File: config.mk
export PLATFORM = sky130hd
export DESIGN_NAME = data_mem_responder_flat
export DESIGN_NICKNAME = d
export VERILOG_FILES = /design/src/rtl/data_mem_responder_if.sv /design/src/rtl/data_mem_responder.sv /design/src/flat_wrapper.sv
export SDC_FILE = /design/constraint.sdc
export NUM_CORES = 2
export LEC_CHECK = 0
export BUFFER_PORTS_ARGS = -buffer_cell sky130_fd_sc_hd__buf_2
export CAP_MARGIN = 20
export CELL_PAD_IN_SITES_DETAIL_PLACEMENT = 0
export CELL_PAD_IN_SITES_GLOBAL_PLACEMENT = 1
export CORE_MARGIN = 4
export CORE_UTILIZATION = 50
export DETAILED_ROUTE_END_ITERATION = 10
export HOLD_SLACK_MARGIN = 0.05
export PLACE_DENSITY_LB_ADDON = 0.05
export RECOVER_POWER = 25
export SLEW_MARGIN = 5
export SYNTH_ARGS = -nofsm -noshare
export SYNTH_HDL_FRONTEND = slang
export SYNTH_SLANG_ARGS = --single-unit
File: constraint.sdc
create_clock -name CLK -period 4.2 [get_ports CLK]
set_input_delay 0.42 -clock CLK [delete_from_list [all_inputs] [get_ports CLK]]
set_output_delay 0.42 -clock CLK [all_outputs]
set_load 0.01 [all_outputs]
File: src/rtl/data_mem_responder_if.sv
// Request/response bundle between the MEM stage (master) and the data-memory responder (slave).
// Busy mirrors ~Req_Ready for the hazard/stall logic.
interface data_mem_responder_if #(
    parameter int DW = 16,
    parameter int AW = 16
);
    logic          Req_Valid;
    logic          Req_Ready;
    logic          Req_Wr;
    logic [AW-1:0] Req_Addr;
    logic [DW-1:0] Req_WData;
    logic          Rsp_Valid;
    logic          Rsp_Wr;
    logic [DW-1:0] Rsp_Data;
    logic          Rsp_Err;
    logic          Busy;

    modport master (
        output Req_Valid, Req_Wr, Req_Addr, Req_WData,
        input  Req_Ready, Rsp_Valid, Rsp_Wr, Rsp_Data, Rsp_Err, Busy
    );

    modport slave (
        input  Req_Valid, Req_Wr, Req_Addr, Req_WData,
        output Req_Ready, Rsp_Valid, Rsp_Wr, Rsp_Data, Rsp_Err, Busy
    );
endinterface

File: src/rtl/data_mem_responder.sv
// Word-addressed data memory answering one load/store at a time after LATENCY cycles.
// Optional DMEM_RANGE_CHECK_EN: addresses >= DEPTH are flagged on Rsp_Err and have no effect.
module data_mem_responder #(
    parameter int DW      = 16,
    parameter int AW      = 16,
    parameter int DEPTH   = 256,
    parameter int LATENCY = 2
) (
    input  logic                CLK,
    input  logic                RST,
    data_mem_responder_if.slave bus
);
    localparam int IW = $clog2(DEPTH);
    localparam int CW = 3;

    typedef enum logic [1:0] {IDLE, WAIT, RESP} state_t;

    state_t        state, state_nxt;
    logic [CW-1:0] cnt, cnt_nxt;
    logic          ready, accept, req_err;
    logic          cap_wr, cap_err;
    logic [IW-1:0] cap_idx;
    logic [DW-1:0] cap_wdata;
    logic          do_access, acc_wr, acc_err;
    logic [IW-1:0] acc_idx;
    logic [DW-1:0] acc_wdata;
    logic [DW-1:0] rsp_data;
    logic [DW-1:0] mem [DEPTH];

`ifdef DMEM_RANGE_CHECK_EN
    if (IW < AW) begin : g_range
        assign req_err = |bus.Req_Addr[AW-1:IW];
    end else begin : g_full_range
        assign req_err = 1'b0;
    end
`else
    assign req_err = 1'b0;
`endif

    assign ready  = (state != WAIT);
    assign accept = bus.Req_Valid && ready;

    always_comb begin
        // NOTE: every combinational output gets a default first so no path can infer a latch.
        state_nxt = state;
        cnt_nxt   = cnt;
        case (state)
            IDLE, RESP: begin
                if (!accept) begin
                    state_nxt = IDLE;
                end else if (LATENCY == 1) begin
                    state_nxt = RESP;
                end else begin
                    state_nxt = WAIT;
                    cnt_nxt   = CW'(LATENCY - 1);
                end
            end
            WAIT: begin
                if (cnt == '0) begin
                    state_nxt = RESP;
                end else begin
                    cnt_nxt = cnt - 1'b1;
                end
            end
            default: state_nxt = IDLE;
        endcase
    end

    // Single-cycle latency performs the access on the live request; otherwise on the captured one.
    always_comb begin
        if (LATENCY == 1) begin
            do_access = accept;
            acc_wr    = bus.Req_Wr;
            acc_err   = req_err;
            acc_idx   = IW'(bus.Req_Addr);
            acc_wdata = bus.Req_WData;
        end else begin
            do_access = (state == WAIT) && (cnt == '0);
            acc_wr    = cap_wr;
            acc_err   = cap_err;
            acc_idx   = cap_idx;
            acc_wdata = cap_wdata;
        end
    end

    // NOTE: sequential state uses non-blocking assignments so all registers update together.
    always_ff @(posedge CLK or posedge RST) begin
        if (RST) begin
            state     <= IDLE;
            cnt       <= '0;
            cap_wr    <= 1'b0;
            cap_err   <= 1'b0;
            cap_idx   <= '0;
            cap_wdata <= '0;
            rsp_data  <= '0;
        end else begin
            state <= state_nxt;
            cnt   <= cnt_nxt;
            if (accept) begin
                cap_wr    <= bus.Req_Wr;
                cap_err   <= req_err;
                cap_idx   <= IW'(bus.Req_Addr);
                cap_wdata <= bus.Req_WData;
            end
            if (do_access && !acc_wr) begin
                rsp_data <= acc_err ? '0 : mem[acc_idx];
            end
        end
    end

    // NOTE: the storage array is intentionally not reset so it can map onto a RAM macro.
    always_ff @(posedge CLK) begin
        if (do_access && acc_wr && !acc_err) begin
            mem[acc_idx] <= acc_wdata;
        end
    end

    assign bus.Req_Ready = ready;
    assign bus.Busy      = ~ready;
    assign bus.Rsp_Valid = (state == RESP);
    assign bus.Rsp_Wr    = (state == RESP) && cap_wr;
    assign bus.Rsp_Err   = (state == RESP) && cap_err;
    assign bus.Rsp_Data  = rsp_data;
endmodule

File: src/flat_wrapper.sv
// flat-port wrapper written by rule: the top's interface ports become plain ports
module data_mem_responder_flat 
#(
    parameter int DW      = 16,
    parameter int AW      = 16,
    parameter int DEPTH   = 256,
    parameter int LATENCY = 2
)
  (CLK, RST, bus_Req_Valid, bus_Req_Wr, bus_Req_Addr, bus_Req_WData, bus_Req_Ready, bus_Rsp_Valid, bus_Rsp_Wr, bus_Rsp_Data, bus_Rsp_Err, bus_Busy);
  data_mem_responder_if #(.DW(DW), .AW(AW)) bus_i ();
  input  logic CLK;
  input  logic RST;
  input wire logic [$bits(bus_i.Req_Valid)-1:0] bus_Req_Valid;
  input wire logic [$bits(bus_i.Req_Wr)-1:0] bus_Req_Wr;
  input wire logic [$bits(bus_i.Req_Addr)-1:0] bus_Req_Addr;
  input wire logic [$bits(bus_i.Req_WData)-1:0] bus_Req_WData;
  output wire logic [$bits(bus_i.Req_Ready)-1:0] bus_Req_Ready;
  output wire logic [$bits(bus_i.Rsp_Valid)-1:0] bus_Rsp_Valid;
  output wire logic [$bits(bus_i.Rsp_Wr)-1:0] bus_Rsp_Wr;
  output wire logic [$bits(bus_i.Rsp_Data)-1:0] bus_Rsp_Data;
  output wire logic [$bits(bus_i.Rsp_Err)-1:0] bus_Rsp_Err;
  output wire logic [$bits(bus_i.Busy)-1:0] bus_Busy;
  assign bus_i.Req_Valid = bus_Req_Valid;
  assign bus_i.Req_Wr = bus_Req_Wr;
  assign bus_i.Req_Addr = bus_Req_Addr;
  assign bus_i.Req_WData = bus_Req_WData;
  assign bus_Req_Ready = bus_i.Req_Ready;
  assign bus_Rsp_Valid = bus_i.Rsp_Valid;
  assign bus_Rsp_Wr = bus_i.Rsp_Wr;
  assign bus_Rsp_Data = bus_i.Rsp_Data;
  assign bus_Rsp_Err = bus_i.Rsp_Err;
  assign bus_Busy = bus_i.Busy;
  data_mem_responder #(.DW(DW), .AW(AW), .DEPTH(DEPTH), .LATENCY(LATENCY)) u_core (.CLK(CLK), .RST(RST), .bus(bus_i));
endmodule
Yosys cells after proc, flatten, opt, wreduce, memory -nomap -nowiden
Memories as Yosys holds them, arrays and structs flattened. A register that Yosys moved wholly into a read port is not among the register bits.
Index checks and enable logic that the tools add are counted.
- reduce and logical (&&, ||, !) cells: 11
- add/sub/neg operators: 1
- bitwise logic cells: 1
- equal/unequal tests: 6
- multiplexer cells: 8
- operator list (operator ; number):
    3-bit 2-to-1 mux ; 2
    3-bit case mux with 2 select lines ; 1
    1-bit logical AND ; 5
    2-bit by 1-bit != test with 1-bit output, second input constant ; 2
    2-bit != test, second input constant ; 2
    2-bit case mux with 2 select lines ; 1
    3-bit zero test ; 1
    1-bit 2-to-1 mux ; 3
    3-bit AND reduction ; 1
    3-bit by 1-bit subtractor with 3-bit output, second input constant ; 1
    2-bit by 1-bit == test with 1-bit output, second input constant ; 1
    2-bit == test, second input constant ; 1
    2-bit zero test ; 1
    2-bit 2-to-1 mux ; 1
    2-bit nonzero test ; 1
    2-bit OR reduction ; 1
    1-bit zero test ; 1
    1-bit NOT ; 1
- input bits: 36
- logic and storage cells: 33
- memories kept: 1
- bits in writable memories: 4096
- output and inout bits: 21
- flip-flop bits (word level): 30
- memories (name ; words ; bits a word ; rd ports ; clocked after memory_dff ; wr ports ; line ; text):
    u_core.mem ; 256 ; 16 ; 1 ; 1 ; 1 ; data_mem_responder.sv:28 ; logic [DW-1:0] mem [DEPTH];

Logic depth before layout (Yosys ltp)
- word-level depth: 5
- mapped depth: 13
- depth with buffers taken out: 8

Least setup slack after synthesis
No wires, ideal clock.
- path kind: register -> register
- start: reg u_core.cap_wdata[0], in the netlist u_core.acc_wdata[0]
- end: mem u_core.mem[0][0], data pin
- arrival time: 3.179 ns
- setup slack: 0.218 ns
- buffers on the path: 0
- stages on the path, launching flop included: 1
- cell sequence: dfrtp_1
- RTL lines (element ; line ; text):
    start: declaration ; data_mem_responder.sv:23 ; logic [DW-1:0] cap_wdata;
    start signal: assignment ; data_mem_responder.sv:103 ; cap_wdata <= bus.Req_WData;
    end: declaration ; data_mem_responder.sv:28 ;
Straight into the memory's write port.

Final worst setup path
- start: reg u_core.cap_idx[2], in the netlist u_core.acc_idx[2]
- end: mem u_core.mem[214][6] (enable)
- RTL lines (element ; line ; text):
    start: declaration ; data_mem_responder.sv:22 ; logic [IW-1:0] cap_idx;
    start signal: assignment ; data_mem_responder.sv:102 ; cap_idx <= IW'(bus.Req_Addr);
Straight into the memory's write port.

==> impl_metrics.json <==
{
  "outcome": "finished with violations",
  "failed_checks": "capacitance limit, slew limit",
  "worstHoldStart": "bus_Req_Addr[6]",
  "cts_max_level": 5,
  "fin_tns_setup_ns": 0,
  "finalCritPeriodShare": 0.947,
  "synth_area_per_cell_um2": 22.5,
  "period_needed_ns": 3.98,
  "firstDrtPassIters": 5,
  "grt_max_degree": 162,
  "hold_viol": 0,
  "cp_top_family": "simple AND/OR/NAND/NOR gates",
  "grt_usage": 0.271,
  "syn_nets": 7110,
  "synth_edf_count": 4096,
  "cts_root_buf": "clkbuf_16",
  "setup_viol": 0,
  "relSlewSlack": -1.44,
  "yosysSeqAreaShare": 0.782,
  "worstRegToRegCells": 4,
  "cpMaxStageDelayCell": "nor2_1",
  "grt_pass1_vias": 78500,
  "p_leak_nw": 58.2,
  "hold_class": "input pin to flip-flop",
  "port-buffer-count": 47,
  "rows": 206,
  "rsz0062_at_grt": "no",
  "rr_startpoint": "u_core.acc_idx[2]",
  "async_reset_ff_frac": 0.0111,
  "worstPathCellList": "nor2b_4 -> nand2_2 -> nor2_1 -> buf_4",
  "numClockSinks": 4142,
  "reg2reg_slack_ns": 0.22,
  "fin_ws_ns": 0.223,
  "cts-buffers-inserted": 424,
  "critical_path_class": "flip-flop to flip-flop",
  "fmax_mhz": 251,
  "via_per_inst": 6.30,
  "tightestPinTransition_ns": 3.67,
  "layout.cells.non_filler": 12400,
  "grt_pass1_wl_mm": 617,
  "coreArea_um2": 315000,
  "design_area_um2": 183000,
  "worst_ep_arrival_time_ns": 4.64,
  "clk_path_buf_depth": 4,
  "die_h_um": 572,
  "holdPathEnd": "u_core.acc_idx[6]",
  "clk_pin_slew_ns": 0.06,
  "powerDensity_nw_per_um2": 719,
  "start_kind": "flip-flop",
  "route.detailed.drc": 0,
  "path_max_fanout": 27,
  "syn_to_final_growth_pct": 15.0,
  "placed_cells": 11600,
  "drt-wirelength-per-cell_um": 35.7,
  "fp.dieW_um": 572,
  "dpl.hpwl_mm": 271,
  "hold_path_depth": 3,
  "cts_resized": 0,
  "grt_overflow_total": 0,
  "drv_slew": 1840,
  "antenna_found_initial": 22,
  "postCtsHoldBufs": 28,
  "drt-initial-drc-count": 9427,
  "syn_area_um2": 159000,
  "ys_seq_elements": 4142,
  "skew_ns": 0.0663,
  "die-area_um2": 327000,
  "total_power_mw": 131,
  "postRouteAntennaNets": 0,
  "cp.buffers_inverters": 1,
  "peakVddDrop_v": 0.000630,
  "place_area_um2": 169000,
  "nets": 7898,
  "yosys_warnings": 0,
  "gp_congestion": 0.885,
  "max_cap_violations": 26,
  "pre_cts_ws_ns": 0.193,
  "ys_types": 62,
  "cts_tree": "done",
  "slowest_delay_ns": 0.95,
  "reg2reg_to": "u_core.mem[214][6]",
  "vias": 78000,
  "initial_utilization": 0.503,
  "end_kind": "flip-flop",
  "crit_required_ns": 4.86,
  "synthesis.instances": 7072,
  "drt-total-wl_mm": 442,
  "post_cts_buffers": 0,
  "clock_latency_ns": 1.00,
  "synth_top_flop_cell": "edfxtp_1",
  "ios": 57,
  "drive_above_1_share": 0.300
}
-- power breakdown --
| group | internal, mW | leakage (nW) | switching (mW) |
|---|---|---|---|
| combinational | 15.1 | 14.3 | 25.1 |
| sequential | 52.3 | 37.4 | 2.48 |
| clock | 20.8 | 6.51 | 15.6 |
| total | 88.2 | 58.2 | 43.1 |
-- cell type report --
cell class              count  area [um2]
clock inverters           247        2190
well taps                4160        5200
inverters                  12        45.0
multi-input cells        2505       32900
repair buffers            775        6910
diodes                      8        20.0
flip-flops and latches   4142      124000
fillers                 23100      133000
clock buffers             528       11200
-- synth_stat cells, drive strengths merged (46+ instances only) --
cell type / count / area [um2]
nand2: 86 / 323
o22ai: 68 / 425
mux2i: 346 / 3460
mux4: 994 / 22400
a21oi: 102 / 510
buf: 240 / 1290
nand3: 60 / 300
dfrtp: 46 / 1150
nor2: 320 / 1200
a22oi: 186 / 1400
clkbuf: 173 / 649
edfxtp: 4096 / 123000
-- logic make-up after synthesis --
group	after synthesis	share of synthesized area
simple gates	608	0.0174
fa+ha+maj	2	0.000158
mux	1374	0.165
other cells	1	0.0000236
flops	4142	0.782
buf+inv	425	0.0125
compound gates	520	0.0228
-- worst max path at each step --
stage	start	end	slack [ns]	depth (start not counted)
floorplan	u_core.acc_wdata[0]	u_core.mem[0][0]	0.22	0
global placement	u_core.acc_idx[2]	u_core.mem[214][0]	0.23	4
detailed placement	u_core.acc_idx[0]	u_core.bus.Rsp_Data[15]	0.19	10
CTS	u_core.cnt[0]	u_core.mem[214][6]	0.19	8
global route	u_core.acc_wdata[1]	u_core.mem[205][1]	0.07	1
finish	u_core.acc_idx[2]	u_core.mem[214][6]	0.22	4
-- registers in the layout, summed over array words and instances, names as in the netlist --
signal,cells
u_core.acc_idx,8
u_core.acc_wdata,16
u_core.acc_wr,1
u_core.bus.Rsp_Data,16
u_core.cnt,3
u_core.mem,4096
u_core.state,2
-- cell usage in the layout, fill, tap and decap left out, types with 28 or more instances in the layout --
cell and count:
bufinv_16 32, buf_2 49, clkbuf_16 428, mux2_2 34, mux2i_1 346, buf_12 95, clkinv_2 72, dlygate4sd3_1 28
mux4_2 994, clkinv_1 109, o22ai_1 68, a21oi_1 102, nand3_1 60, nor2_2 73, dfrtp_1 38, edfxtp_1 4096
a22oi_1 186, nor2_1 244, buf_4 582, clkbuf_1 98, nand2_1 69
-- worst reg2reg max path: stages, from the launching register on --
cell     delay, ns
dfrtp_4       0.81
nor2b_4       0.87
nand2_2       0.67
nor2_1        0.96
buf_4         0.36
-- metrics by stage --
step	util	hold slack [ns]
final	0.579	0.228
after global routing	0.579	0.205
after CTS	0.580	0.166
after detailed placement	0.536	0.522
after global placement	0.536	0.520
after floorplan	-	0.503
-- per-layer routing --
| metal | global-route usage | part of all wire | routed length [um] | vias to the layer above |
|---|---|---|---|---|
| met5 | 0 | 0.000029 | 13 | - |
| met4 | 0.0799 | 0.033 | 14400 | 2 |
| met3 | 0.0492 | 0.078 | 34600 | 570 |
| met2 | 0.427 | 0.48 | 211000 | 3280 |
| met1 | 0.392 | 0.41 | 182000 | 42500 |
| li1 | - | - | - | 31700 |
No activity file was read; power rests on OpenSTA's default activity.
